==> src/rtl/zilla_adder_pkg.sv <==
// Shared definitions for the Zilla datapath serial adder: control states and slice width.
package zilla_adder_pkg;

    typedef enum logic [1:0] {
        IDLE = 2'd0,
        RUN  = 2'd1,
        DONE = 2'd2
    } state_e;

    localparam int NIB_BITS = 4;

endpackage

==> src/rtl/carry_skip_4bit.sv <==
// 4-bit carry-skip adder slice: ripple chain plus a bypass when every bit propagates.
module carry_skip_4bit (
    input  logic [3:0] ain,
    input  logic [3:0] bin,
    input  logic       cin,
    output logic [3:0] sum,
    output logic       cout
);

    logic [3:0] prop;
    logic [3:0] gen;
    logic       c1, c2, c3, c4;

    assign prop = ain ^ bin;
    assign gen  = ain & bin;

    assign c1 = gen[0] | (prop[0] & cin);
    assign c2 = gen[1] | (prop[1] & c1);
    assign c3 = gen[2] | (prop[2] & c2);
    assign c4 = gen[3] | (prop[3] & c3);

    assign sum = prop ^ {c3, c2, c1, cin};

    // A fully propagating nibble forwards its carry-in without waiting on the ripple.
    assign cout = (&prop) ? cin : c4;

endmodule

==> src/rtl/nibble_serial_adder.sv <==
// Multi-cycle WIDTH-bit adder reusing one carry-skip slice, one nibble per clock, LSB first.
//
// state | meaning
// IDLE  | waiting for operands, in_ready high
// RUN   | one nibble added per cycle, carry kept in carry_q
// DONE  | result presented with out_valid until out_ready
module nibble_serial_adder
    import zilla_adder_pkg::*;
#(
    parameter int WIDTH = 32
) (
    input  logic             clk,
    input  logic             rst,
    input  logic             in_valid,
    output logic             in_ready,
    input  logic [WIDTH-1:0] ain,
    input  logic [WIDTH-1:0] bin,
    input  logic             cin,
    output logic             out_valid,
    input  logic             out_ready,
    output logic [WIDTH-1:0] sum,
    output logic             cout,
    output logic             zero,
    output logic             busy
);

    localparam int NIB   = WIDTH / NIB_BITS;
    localparam int CNT_W = $clog2(NIB);

    if ((WIDTH % NIB_BITS) != 0 || WIDTH < 8) begin : g_bad_width
        $error("nibble_serial_adder: WIDTH must be a multiple of 4 and at least 8");
    end

    state_e                state_q;
    logic [WIDTH-1:0]      a_sh_q;
    logic [WIDTH-1:0]      b_sh_q;
    logic [WIDTH-1:0]      sum_sh_q;
    logic                  carry_q;
    logic [CNT_W-1:0]      nib_cnt_q;
    logic [WIDTH-1:0]      sum_q;
    logic                  cout_q;
    logic                  zero_q;

    logic [NIB_BITS-1:0]   slice_sum;
    logic                  slice_cout;
    logic [WIDTH-1:0]      sum_sh_d;
    logic                  last_nib;

    carry_skip_4bit u_slice (
        .ain  (a_sh_q[NIB_BITS-1:0]),
        .bin  (b_sh_q[NIB_BITS-1:0]),
        .cin  (carry_q),
        .sum  (slice_sum),
        .cout (slice_cout)
    );

    assign sum_sh_d = {slice_sum, sum_sh_q[WIDTH-1:NIB_BITS]};
    assign last_nib = (nib_cnt_q == CNT_W'(NIB - 1));

    always_ff @(posedge clk or posedge rst) begin
        if (rst) begin
            state_q   <= IDLE;
            a_sh_q    <= '0;
            b_sh_q    <= '0;
            sum_sh_q  <= '0;
            carry_q   <= 1'b0;
            nib_cnt_q <= '0;
            sum_q     <= '0;
            cout_q    <= 1'b0;
            zero_q    <= 1'b1;
        end else begin
            case (state_q)
                IDLE: begin
                    if (in_valid) begin
                        a_sh_q    <= ain;
                        b_sh_q    <= bin;
                        carry_q   <= cin;
                        nib_cnt_q <= '0;
                        sum_sh_q  <= '0;
                        state_q   <= RUN;
                    end
                end
                RUN: begin
                    a_sh_q   <= a_sh_q >> NIB_BITS;
                    b_sh_q   <= b_sh_q >> NIB_BITS;
                    sum_sh_q <= sum_sh_d;
                    carry_q  <= slice_cout;
                    if (last_nib) begin
                        // Output registers only move here, so the result persists past DONE.
                        nib_cnt_q <= '0;
                        sum_q     <= sum_sh_d;
                        cout_q    <= slice_cout;
                        zero_q    <= ~|sum_sh_d;
                        state_q   <= DONE;
                    end else begin
                        nib_cnt_q <= nib_cnt_q + CNT_W'(1);
                    end
                end
                DONE: begin
                    if (out_ready) begin
                        state_q <= IDLE;
                    end
                end
                default: begin
                    state_q <= IDLE;
                end
            endcase
        end
    end

    assign in_ready  = (state_q == IDLE);
    assign out_valid = (state_q == DONE);
    assign busy      = (state_q != IDLE);
    assign sum       = sum_q;
    assign cout      = cout_q;
    assign zero      = zero_q;

endmodule

==> config.mk <==
export PLATFORM = sky130hd
export DESIGN_NAME = nibble_serial_adder
export DESIGN_NICKNAME = d
export VERILOG_FILES = /design/src/rtl/zilla_adder_pkg.sv /design/src/rtl/carry_skip_4bit.sv /design/src/rtl/nibble_serial_adder.sv
export SDC_FILE = /design/constraint.sdc
export NUM_CORES = 1
export LEC_CHECK = 0
export CAP_MARGIN = 20
export CORE_MARGIN = 2
export CORE_UTILIZATION = 45
export CTS_BUF_LIST = sky130_fd_sc_hd__clkbuf_16
export CTS_CLUSTER_DIAMETER = 150
export DETAILED_ROUTE_END_ITERATION = 12
export MAX_ROUTING_LAYER = met4
export PLACE_DENSITY = 0.7
export SLEW_MARGIN = 20
export SYNTH_ARGS = -nofsm -noshare
export SYNTH_HDL_FRONTEND = slang
export SYNTH_HIERARCHICAL = 1
export SYNTH_SLANG_ARGS = --single-unit
==> constraint.sdc <==
create_clock -name clk -period 5.95 [get_ports clk]
set_input_delay 1.4875 -clock clk [delete_from_list [all_inputs] [get_ports clk]]
set_output_delay 1.4875 -clock clk [all_outputs]
set_load 0.05 [all_outputs]
# == Yosys cells after proc, flatten, opt, wreduce, memory -nomap -nowiden ==
# Index checks and enable logic that the tools add are counted.
# classes
addsub,1
mul,0
div,0
n_lt_le_gt_ge,0
n_eq_ne,6
shifts,0
n_mux,16
n_bitwise,11
reduce_logical,9
# op_table
operator,n
case mux 32 bit (2 select lines),3
2-to-1 mux 32 bit,3
OR reduction 32 bit,1
XOR 4 bit,2
2-to-1 mux 2 bit,3
2-to-1 mux 3 bit,2
case mux 2 bit (3 select lines),1
case mux 3 bit (2 select lines),1
bitwise AND 1 bit,4
bitwise AND 4 bit,1
"!= test 2 bit, second input constant",2
bitwise OR 1 bit,4
AND reduction 2 bit,2
AND reduction 4 bit,1
nonzero test 2 bit,2
"adder 3 x 1 -> 3 bit, second input constant",1
"equality test 3 bit, second input constant",1
AND reduction 3 bit,1
"equality test 2 x 1 -> 1 bit, second input constant",1
"equality test 2 bit, second input constant",1
zero test 2 bit,1
2-to-1 mux 1 bit,2
"!= test 2 x 1 -> 1 bit, second input constant",1
case mux 1 bit (2 select lines),1
zero test 1 bit,1
# word_totals
ff_bits,136
latchBits,0
ramBits,0
mem_bits_ro,0
in_bits,69
output_inout_bits,37
word_cells,52
mem_count,0

# == Longest topological paths before layout ==
# depth
ltp_word,11
mapped_depth,11

# == By module ==
# The synthesis kept the hierarchy.
# by_module_without_submodules
module,n_inst,cells_each,area_per_inst_um2,seq_area_each_um2
nibble_serial_adder,1,521,5963.2,3304.4
carry_skip_4bit,1,19,180.2,0.0

# == Least setup slack after synthesis ==
# Ideal clock, no wire load.
# synth_timing
kind,reg-to-output
start,register state_q[0]
end,output port busy
t_arrival_ns,1.832
t_required_ns,4.463
path_slack_ns,2.630
stages_incl_launch_ff,4
path_cell_list,dfrtp_1 -> buf_6 -> nor2_1 -> inv_1
# synth_between
elab_chain_len,1
# synth_lines
element,line_no,text
"start, declared",nibble_serial_adder.sv:34,state_e state_q;
"start signal, assigned",nibble_serial_adder.sv:62,state_q <= IDLE;
"start signal, assigned",nibble_serial_adder.sv:80,state_q <= RUN;
"start signal, assigned",nibble_serial_adder.sv:94,state_q <= DONE;
nonzero test 2 bit,nibble_serial_adder.sv:113,assign busy = (state_q != IDLE);
"end, declared",nibble_serial_adder.sv:24,output logic busy
# No other way between the ends.

# == Worst setup path in the final report ==
# layout_timing
start,register state_q[1]
end,output port in_ready
# layout_between
elab_chain_len,1
# layout_lines
element,line_no,text
zero test 2 bit,nibble_serial_adder.sv:111,assign in_ready = (state_q == IDLE);
"end, declared",nibble_serial_adder.sv:15,"output logic in_ready,"
# No other way between the ends.

==> metrics.txt <==
run status=finished, final reports clean; non-filler cells, final=just over 800; dpl cell area=7250 um2; Synth cell types=29; deepest clock path buffer count=2; Power Density=534 nW/um2; compound-gate portion of the synthesized area=0.221; CP Launch Type=flip-flop; Max-slew headroom=0.409; crit path kind=flip-flop to output port; detail-routed net length per standard cell=17.4 um; latest clock arrival within the worst-skew pair=0.42 ns; CTS Hold Bufs=0; row cnt=42; pin count of the biggest net entering global routing=slightly below 70; DRC=0; P&R area growth vs syn=27.6%; number of global-route vias before repair=4422; reg2reg setup slack=3.05 ns; Worst Path Required=4.46 ns; worst r2r path cells=5; Final Cycle Share=0.617; min cycle time layout=around 3.7 ns; grt ovf=0; dpl cells=784; Num CTS Buffers=17; number of gates resized after CTS=0; CP Capture Type=output port; worst hold path endpoint=sum[25]; Synth Instances=540; Reg-to-Reg End=b_sh_q[21]; worst-path fanout max=24; worst r2r src=state_q[0]; hpwl dp=9160 um; most common cell after layout, fill and taps aside=dfrtp_1; Root Driver=clkbuf_16; proportion of layout cells with a drive suffix above 1=0.116; post-CTS setup buffer count=0; Ports=106; sequential area share after synthesis=0.538; post-synthesis mux area share=0.0802; Hold Slack=0.495 ns; max_cap viols=0; Die ar.=14600 um2; Post-Syn Nets=about 620; Pins Over Slew Limit=0; final WL=14200 um; cell area after layout=7840 um2; simple-gate portion of the synthesized area=0.0888; Via Count=4591; post-synthesis adder-cell area fraction=0.0253; Final setup viols=0; Core Area=13300 um2; Clk pin slew, worst setup/hold paths=0.06 ns; largest family of logic cells by synthesized area=compound AO/OA/AOI/OAI gates; Max VDD drop=0.197 mV; hold depth=1; syn avg cell area=11.4 um2; # diodes=0; FF+latch count, synth=132; initial core utilization=0.462; gpl congestion=0.819; Die Y=121 um; vias per std cell=5.63; drt initial violations=between 300 and 400; Layout Skew=around 0.0066 ns; worst hold path class=flip-flop to flip-flop; Port Buf Inserts=approximately 110; H-tree depth=4; Mapped Area=6140 um2; Final nets=a little over 700; RSZ-0062 raised after global routing=false; most frequent cells in the layout=dfrtp_1 (129), clkdlybuf4s50_1 (104), o21ai_1 (64); number of antenna-violating nets in the routed design=0; First-pass DRT Iterations=5; Overall Power=4.19 mW; min-delay src=sum[25]; CTS tree=done; clk sink count=between 100 and 150; final hold viol count=0; GRT Overall Usage=0.208; die extent in x=approximately 120 um; Synth Area in XOR/XNOR=0; fmax=0.273 GHz; setup TNS=0 ns; initial antenna violation count=0; Worst Max-Slew Pin Slew=0.884 ns; yosys warns=6; first-pass GRT wire length=23200 um; Leak=3.45 nW; WP data arrival=2.18 ns
where the power goes:
part           internal [mW]  switching [mW]
sequential              1.24           0.310
clock                  0.653           0.387
combinational          0.701           0.898
routing by layer:
layer	vias up	global-route usage	part of all wire
met1	2283	0.283	0.45
met3	17	0.0401	0.048
met4	0	0.0778	0.014
met2	149	0.309	0.49
li1	2142	-	-
met5	-	-	0
worst max-delay path: stages, from the launching register on:
cell,delay (ns)
dfrtp_2,0.56
nor2_1,0.33
clkdlybuf4s50_1,0.87
final cells by class:
cell class | count | area, um2
Fill cell | 1105 | 5460
Sequential cell | 132 | 3310
Tap cell | 176 | 220
Timing Repair Buffer | 113 | 1110
Clock inverter | 15 | 165
Clock buffer | 17 | 425
Inverter | 13 | 51.3
Multi-Input combinational cell | 350 | 2560
cell families after synthesis:
group	Yosys count
flops	132
buf+inv	58
mux	35
fa+ha+maj	10
simple gates	89
compound gates	216
synth_stat cells:
library cell	number	area, um2
o21ai_1	64	320
buf_6	5	56.3
nand3b_4	1	20.0
mux2_4	27	405
mux2_1	6	67.6
a21oi_1	62	310
o21bai_2	1	11.3
nor2_1	2	7.51
mux2i_1	2	20.0
buf_2	13	65.1
o31ai_1	1	7.51
a22oi_1	55	413
fa_1	4	80.1
nor4_1	8	50.1
ha_1	6	75.1
nor2b_1	62	388
nand4_1	3	18.8
dfrtp_1	131	3280
inv_1	12	45.0
a22o_1	30	263
a32o_1	3	30.0
nand2b_1	1	6.26
and3b_1	2	17.5
clkbuf_1	16	60.1
inv_2	1	3.75
buf_4	5	37.5
nand2_1	10	37.5
dfstp_2	1	26.3
buf_1	6	22.5
through the flow:
| step | util | setup slack [ns] |
|---|---|---|
| floorplan | - | 0.938 |
| global placement | 0.545 | 2.77 |
| detailed placement | 0.545 | 2.72 |
| CTS | 0.590 | 2.27 |
| global route | 0.590 | 2.19 |
| finish | 0.590 | 2.28 |
flip-flops by register name, indices dropped and copies added, names as in the netlist:
| signal | count |
|---|---|
| a_sh_q | 32 |
| sum_sh_q | 28 |
| b_sh_q | 32 |
| cout | 1 |
| zero | 1 |
| carry_q | 1 |
| state_q | 2 |
| nib_cnt_q | 3 |
| sum | 32 |
worst max path at each step:
| stage | slack [ns] | end | start |
|---|---|---|---|
| 2_1_floorplan | 0.94 | a_sh_q[0] | rst |
| 3_3_place_gp | 2.77 | in_ready | state_q[1] |
| 3_5_place_dp | 2.72 | in_ready | state_q[1] |
| 4_1_cts | 2.27 | in_ready | state_q[1] |
| 5_1_grt | 2.19 | in_ready | state_q[1] |
| 6_report | 2.28 | in_ready | state_q[1] |
No activity file was read; power rests on OpenSTA's default activity.
